## src/rtl/uart_mmio_fifo.sv

```systemverilog
// Memory-mapped UART front end: TX/RX byte FIFOs, STATUS and BAUD registers, TX hand-off FSM.
// Optional feature: define UART_IRQ_EN to add the IRQ_EN register (BASE+8) and a registered irq output.
module uart_mmio_fifo #(
    parameter int          DEPTH     = 8,
    parameter logic [31:0] BASE_ADDR = 32'h10010000,
    parameter logic [15:0] BAUD_RST  = 16'h0003
) (
    input  logic        clk,
    input  logic        rst,
    input  logic [31:0] address,
    input  logic [31:0] write_data,
    input  logic        write_enable,
    input  logic        read_enable,
    output logic [31:0] read_data,
    output logic        hit,
    output logic [7:0]  tx_data,
    output logic        tx_start,
    input  logic        tx_busy,
    input  logic [7:0]  rx_byte,
    input  logic        rx_valid,
`ifdef UART_IRQ_EN
    output logic        irq,
`endif
    output logic [15:0] baud_max
);
    localparam int AW = $clog2(DEPTH);

    typedef enum logic [1:0] {IDLE, START, ACK, DONE} txState_t;

    txState_t    state_q;
    logic [7:0]  txData_q;
    logic        txStart_q;
    logic [15:0] baud_q;
    logic        overrun_q, overrun_d;
    logic        overflow_q, overflow_d;
    logic [7:0]  txMem_q [DEPTH];
    logic [7:0]  rxMem_q [DEPTH];
    logic [AW:0] txWr_q, txRd_q, rxWr_q, rxRd_q;

    logic isData, isStatus, isBaud, statusClr;
    logic txEmpty, txFull, rxEmpty, rxFull, txActive;
    logic txPush, txPop, rxPush, rxPop;
    logic unusedWdata;

    assign unusedWdata = ^write_data[31:16];

    assign isData   = (address == BASE_ADDR);
    assign isStatus = (address == BASE_ADDR + 32'd5);
    assign isBaud   = (address == BASE_ADDR + 32'h100);

    assign txEmpty  = (txWr_q == txRd_q);
    assign txFull   = (txWr_q[AW] != txRd_q[AW]) && (txWr_q[AW-1:0] == txRd_q[AW-1:0]);
    assign rxEmpty  = (rxWr_q == rxRd_q);
    assign rxFull   = (rxWr_q[AW] != rxRd_q[AW]) && (rxWr_q[AW-1:0] == rxRd_q[AW-1:0]);
    assign txActive = !txEmpty || (state_q != IDLE);

    assign txPush    = write_enable && isData && !txFull;
    assign txPop     = (state_q == IDLE) && !txEmpty && !tx_busy;
    assign rxPop     = read_enable && isData && !rxEmpty;
    assign rxPush    = rx_valid && (!rxFull || rxPop);
    assign statusClr = read_enable && isStatus;

    // A new error event in the same cycle as the clearing read keeps the flag set.
    assign overflow_d = (write_enable && isData && txFull) || (overflow_q && !statusClr);
    assign overrun_d  = (rx_valid && rxFull && !rxPop) || (overrun_q && !statusClr);

    always_ff @(posedge clk) begin
        if (txPush) txMem_q[txWr_q[AW-1:0]] <= write_data[7:0];
        if (rxPush) rxMem_q[rxWr_q[AW-1:0]] <= rx_byte;
    end

    always_ff @(posedge clk) begin
        if (rst) begin
            txWr_q     <= '0;
            txRd_q     <= '0;
            rxWr_q     <= '0;
            rxRd_q     <= '0;
            overrun_q  <= 1'b0;
            overflow_q <= 1'b0;
            baud_q     <= BAUD_RST;
        end else begin
            if (txPush) txWr_q <= txWr_q + 1'b1;
            if (txPop)  txRd_q <= txRd_q + 1'b1;
            if (rxPush) rxWr_q <= rxWr_q + 1'b1;
            if (rxPop)  rxRd_q <= rxRd_q + 1'b1;
            if (write_enable && isBaud) baud_q <= write_data[15:0];
            overrun_q  <= overrun_d;
            overflow_q <= overflow_d;
        end
    end

    // tx_data is only loaded on leaving IDLE, so it holds through the whole Uart frame.
    always_ff @(posedge clk) begin
        if (rst) begin
            state_q   <= IDLE;
            txData_q  <= 8'h00;
            txStart_q <= 1'b0;
        end else begin
            case (state_q)
                IDLE: begin
                    txStart_q <= 1'b0;
                    if (txPop) begin
                        txData_q  <= txMem_q[txRd_q[AW-1:0]];
                        txStart_q <= 1'b1;
                        state_q   <= START;
                    end
                end
                START: begin
                    txStart_q <= 1'b0;
                    state_q   <= ACK;
                end
                ACK:     if (tx_busy)  state_q <= DONE;
                DONE:    if (!tx_busy) state_q <= IDLE;
                default: state_q <= IDLE;
            endcase
        end
    end

`ifdef UART_IRQ_EN
    logic       isIrqEn;
    logic [2:0] irqEn_q;
    logic       irq_q;

    assign isIrqEn = (address == BASE_ADDR + 32'd8);

    always_ff @(posedge clk) begin
        if (rst) begin
            irqEn_q <= 3'b000;
            irq_q   <= 1'b0;
        end else begin
            if (write_enable && isIrqEn) irqEn_q <= write_data[2:0];
            irq_q <= |(irqEn_q & {overrun_q | overflow_q, txEmpty, !rxEmpty});
        end
    end

    assign irq = irq_q;
    assign hit = isData || isStatus || isBaud || isIrqEn;
`else
    assign hit = isData || isStatus || isBaud;
`endif

    always_comb begin
        read_data = 32'h0;
        if (isData) begin
            if (!rxEmpty) read_data = {24'h0, rxMem_q[rxRd_q[AW-1:0]]};
        end else if (isStatus) begin
            read_data = {25'h0, txActive, txFull, 2'b00, overflow_q, overrun_q, !rxEmpty};
        end else if (isBaud) begin
            read_data = {16'h0, baud_q};
        end
`ifdef UART_IRQ_EN
        else if (isIrqEn) begin
            read_data = {29'h0, irqEn_q};
        end
`endif
    end

    assign tx_data  = txData_q;
    assign tx_start = txStart_q;
    assign baud_max = baud_q;
endmodule

```

## config.mk

```make
export PLATFORM = sky130hd
export DESIGN_NAME = uart_mmio_fifo
export DESIGN_NICKNAME = d
export VERILOG_FILES = /design/src/rtl/uart_mmio_fifo.sv
export SDC_FILE = /design/constraint.sdc
export NUM_CORES = 1
export LEC_CHECK = 0
export CORE_AREA = 2 2 162 164
export CTS_CLUSTER_DIAMETER = 80
export DETAILED_ROUTE_END_ITERATION = 6
export DIE_AREA = 0 0 164 166
export PLACE_DENSITY = 0.56
export SLEW_MARGIN = 5
export SYNTH_ARGS = -nofsm -noshare
export SYNTH_HDL_FRONTEND = slang
export SYNTH_SLANG_ARGS = --single-unit
```

## constraint.sdc

```tcl
create_clock -name clk -period 3.3 [get_ports clk]
set_input_delay 0.33 -clock clk [delete_from_list [all_inputs] [get_ports clk]]
set_output_delay 0.33 -clock clk [all_outputs]
set_load 0.05 [all_outputs]
```

# After elaboration in Yosys (flattened, before gate mapping)
# Memory sizes are Yosys's and may differ from the RTL's. A register that Yosys moved wholly into a read port is not among the register bits.
# Cells that the tools add are included.
classes:
  n_eq_ne: 15
  add_sub_neg: 4
  n_reduce_logical: 34
  muxes: 16
op_table:
  columns: ["cell", "count"]
  rows:
  - ["32-bit by 29-bit == test with 1-bit output (second input constant)", 3]
  - ["16-bit two-way mux", 2]
  - ["32-bit two-way mux", 1]
  - ["4-bit by 1-bit adder with 4-bit output (second input constant)", 4]
  - ["1-bit logical AND", 16]
  - ["4-bit == test", 2]
  - ["8-bit two-way mux", 1]
  - ["2-bit one-hot mux with 4 select lines", 1]
  - ["1-bit zero test", 7]
  - ["3-bit == test", 2]
  - ["1-bit logical OR", 6]
  - ["2-bit two-way mux", 3]
  - ["3-bit two-way mux", 2]
  - ["2-bit != test (second input constant)", 3]
  - ["1-bit two-way mux", 5]
  - ["2-bit == test (second input constant)", 2]
  - ["2-bit nonzero test", 2]
  - ["3-bit AND reduction", 1]
  - ["2-bit by 1-bit == test with 1-bit output (second input constant)", 1]
  - ["2-bit zero test", 1]
  - ["1-bit != test", 2]
  - ["1-bit one-hot mux with 2 select lines", 1]
  - ["2-bit AND reduction", 1]
word_totals:
  inputBits: 78
  elab_cells: 80
  memories: 2
  ram_bits: 128
  output_inout_bits: 58
  reg_bits: 37
mem_list:
  columns: ["memory", "depth", "width", "rd", "rd_ports_with_merged_regs", "wr", "line", "text"]
  rows:
  - ["rxMem_q", 8, 8, 1, 1, 1, "37", "logic [7:0] rxMem_q [DEPTH];"]
  - ["txMem_q", 8, 8, 1, 1, 1, "36", "logic [7:0] txMem_q [DEPTH];"]

# Longest topological paths before layout
logic_depth:
  ltp_word: 7
  mapped_depth: 8
  ltp_nobuf: 7

# Worst setup path before layout
# Ideal clock, no wire load.
synth_path:
  kind: "input-to-output"
  start: "in address[22]"
  end: "out read_data[1]"
  arrival_time_ns: 2.677
  stages: 5
  n_path_buf: 1
  required_time_ns: 2.970
  path_slack_ns: 0.293
  path_cell_list: "nor4_4 nand3_2 or4_4 clkbuf_1 o21ai_0"
synth_between:
  elab_chain_cells: 4
  elab_cells_between_ends: 6
  classes_between: "3 x eq/ne; 3 x mux"
synth_rtl:
  columns: ["element", "line", "text"]
  rows:
  - ["from (decl)", "10", "input logic [31:0] address,"]
  - ["32-bit by 29-bit == test with 1-bit output", "49", "assign isBaud = (address == BASE_ADDR + 32'h100);"]
  - ["16-bit two-way mux", "148", "end else if (isBaud) begin"]
  - ["16-bit two-way mux", "146", "end else if (isStatus) begin"]
  - ["32-bit two-way mux *", "144", "if (isData) begin"]
  - ["to (decl)", "14", "output logic [31:0] read_data,"]
# Every way passes the cells marked *; elsewhere a longest branch is shown, timed or not.

# Worst setup path in the final report
layout_path:
  start: "in address[22]"
  end: "out read_data[2]"
# Same word-level chain as after synthesis.

==> results.md <==
* Initial antenna violation count at 0
* Port Buffer Count at 103
* Clock buffer depth at 2
* PwrDens at 474 nW/um^2
* Status: complete, no violations
* CTS tree: done
* DRT antenna net count at 0
* Overall die width at 164 um
* Top-count cell post-synth: edfxtp_1
* Flop2flop setup slack at 1.14 ns
* Yosys warns at 0
* Min-Delay Endpoint: baud_max[13]
* Syn_area_per_cell at 14.3 um^2
* Final TNS setup at 0 ns
* Final setup viols at 0
* Avg WL per Cell at 17.8 um
* CP Class: input port to output port
* Final Core Density at 38.3%
* Nets at 736
* Vias in the first global route at 4,972
* Crit start category: input port
* Area of the die at 27,200 um^2
* Critical Path Start: address[22]
* Clock latency on the worst-skew pair at 0.42 ns
* Gr ovfl total at 0
* Post-synthesis instance total at 526
* Synth cell types at 47
* Min Tclk post-route at 3.06 ns
* Clk slew on worst S/H paths at 0.06 ns
* Count of pins over their slew limit at 0
* Worst hold stages at 3
* Post-Syn Area at 7540 um^2
* Fill cells at 2,366
* Synth top area cells: edfxtp_1 51%, dfxtp_1 13%, mux4_2 9.6%, mux2i_1 2.5%, a21oi_1 2.1%
* Pin count of the biggest net entering global routing at 54
* 1st-iter DRT viols at 362
* Vias/cell at 4.80
* I/O Pins at 136
* Post-CTS setup repair buffer count at 0
* Unrepaired setup endpoints after global routing: false
* Global Route Usage Sum at 13.7%
* Area growth, synth to finish at 30.3%
* Crit path max fanout at 16
* Dominant cell type by area after synthesis: edfxtp_1
* Flops & latches, synth at 176
* Core Area at 25,600 um^2
* Data required, critical path at 2.97 ns
* Worst Tran Pin Value at 1.02 ns
* Slew headroom at 31.7%
* Share of Yosys cell area claimed by the top area cell type at 51.0%
* Final Wtd Congestion at 0.761
* Root Driver: clkbuf_16
* Final wirelength at 17,700 um
* VDD IR max at 0.347 mV
* Dpl hpwl at 12,300 um
* Top FF cell, synth: edfxtp_1
* TritonRoute pass-1 iters at 4
* Post-cts sizing count at 0
* HP Start: write_data[13]
* Site Rows at 59
* Max cap viols at 0
* Register area share after synthesis at 63.8%
* First-pass GRT wire length at 28,400 um
* Power Total at 4.66 mW
* LEAKAGE at 3.18 nW
* R2R Path Start: txWr_q[1]
* Post-route clock period utilization at 92.9%
* Worst EP arrival at 2.73 ns
* Final-report hold violation count at 0
* Worst reg-to-reg path cell count at 6
* Final Skew at 0.0154 ns
* Vias post-DR at 4,780
* Antenna diode count at 0
* Die height at 166 um
* DRC Markers at 0
* Hold-fix buffers at CTS at 0
* CP Capture Type: output port
* Fmax at 0.326 GHz
* EDFF count, synth at 128
* Asr flop ratio synth at 0%
* Most frequent cells after synthesis: 128 x edfxtp_1, 48 x dfxtp_1, 32 x mux4_2
* CTS Buf Count at 17
* Worst hold path class: input port to flip-flop
* CTS Sinks at 176
* Worst R2R End: txMem_q[4][7]
* CTS H-tree depth at 4
* Layout cells sized above 1 at 19.5%
* Initial core utilization at 29.4%
[logic make-up (layout without fill, tap and decap cells)]
family	Yosys count	after routing	synth area share [%]
multiplexers	52	52	12.2
flip-flops	176	176	63.8
adder cells (fa/ha/maj)	9	9	1.49
XOR/XNOR	12	12	1.39
other	1	16	0.0498
buffers and inverters	60	180	3.87
AO/OA/AOI/OAI	85	85	6.62
AND/OR/NAND/NOR	131	131	10.6
[state kept, by name (all words and copies together) (netlist names), named ones only]
name and flops:
overflow_q 1, txRd_q 4, txWr_q 4, rxWr_q 4, txMem_q 64, state_q 2, tx_data 8, tx_start 1
rxMem_q 64, baud_max 16, rxRd_q 4, overrun_q 1
[final cells by class]
cell class / instances / area [um^2] / share of cell area [%]
clock inverter: 13 / 146 / 1.49
multi-input combinational: 305 / 2510 / 25.6
inverter: 12 / 45.0 / 0.459
sequential: 176 / 4800 / 48.9
tap: 335 / 419 / 4.27
timing repair buffer: 137 / 1460 / 14.9
clock buffer: 18 / 429 / 4.37
[worst max-delay path, stage by stage]
cell	delay, ns
clkdlybuf4s50_1	0.45
nor4_4	0.35
nand3_2	0.22
or4_4	0.71
o21ai_0	0.35
buf_4	0.19
buf_12	0.13
[stage by stage]
step                worst slack (ns)  instances  hold slack [ns]  area, um^2
floorplan                      0.293        541            0.429        7590
global placement               0.220        965            0.469        9240
detailed placement             0.200        965            0.469        9240
CTS                            0.187        996            0.456        9820
global route                   0.114        996            0.481        9820
finish                         0.236        996            0.477        9820
[cells in the final DEF (no fill, tap or decap), drive strengths merged, types with 7 or more instances in the layout]
cell,n
mux4,32
mux2i,19
nor2,24
dfxtp,48
nor3,16
xor2,7
inv,12
o21ai,26
nand3,27
buf,52
or4,7
and2,8
clkinv,9
clkdlybuf4s50,85
conb,16
a211oi,10
nor4,12
a21oi,31
nand2,13
edfxtp,128
ha,9
clkbuf,18
[metal layers]
metal  track usage [%]  vias up  wire (um)
met5                 0        -          0
met4              2.52        0        114
met3              3.42       10        667
met2              23.6      113       9170
met1              17.6     2399       7790
li1                  -     2258          -
[report_power, final]
part / total [mW] / switching [mW] / internal (mW) / leakage (nW)
sequential: 2.41 / 0.0151 / 2.39 / 1.54
clock: 1.97 / 0.799 / 1.17 / 0.282
combinational: 0.275 / 0.162 / 0.112 / 1.35
[worst max path at each step]
| stage | to | slack [ns] | cells past startpoint |
|---|---|---|---|
| 2_1_floorplan | read_data[1] | 0.29 | 5 |
| 3_3_place_gp | txMem_q[4][1] | 0.22 | 7 |
| 3_5_place_dp | txMem_q[2][7] | 0.20 | 7 |
| 4_1_cts | read_data[2] | 0.19 | 7 |
| 5_1_grt | read_data[2] | 0.11 | 7 |
| 6_report | read_data[2] | 0.24 | 7 |
Power figures use the tool's default switching activity.
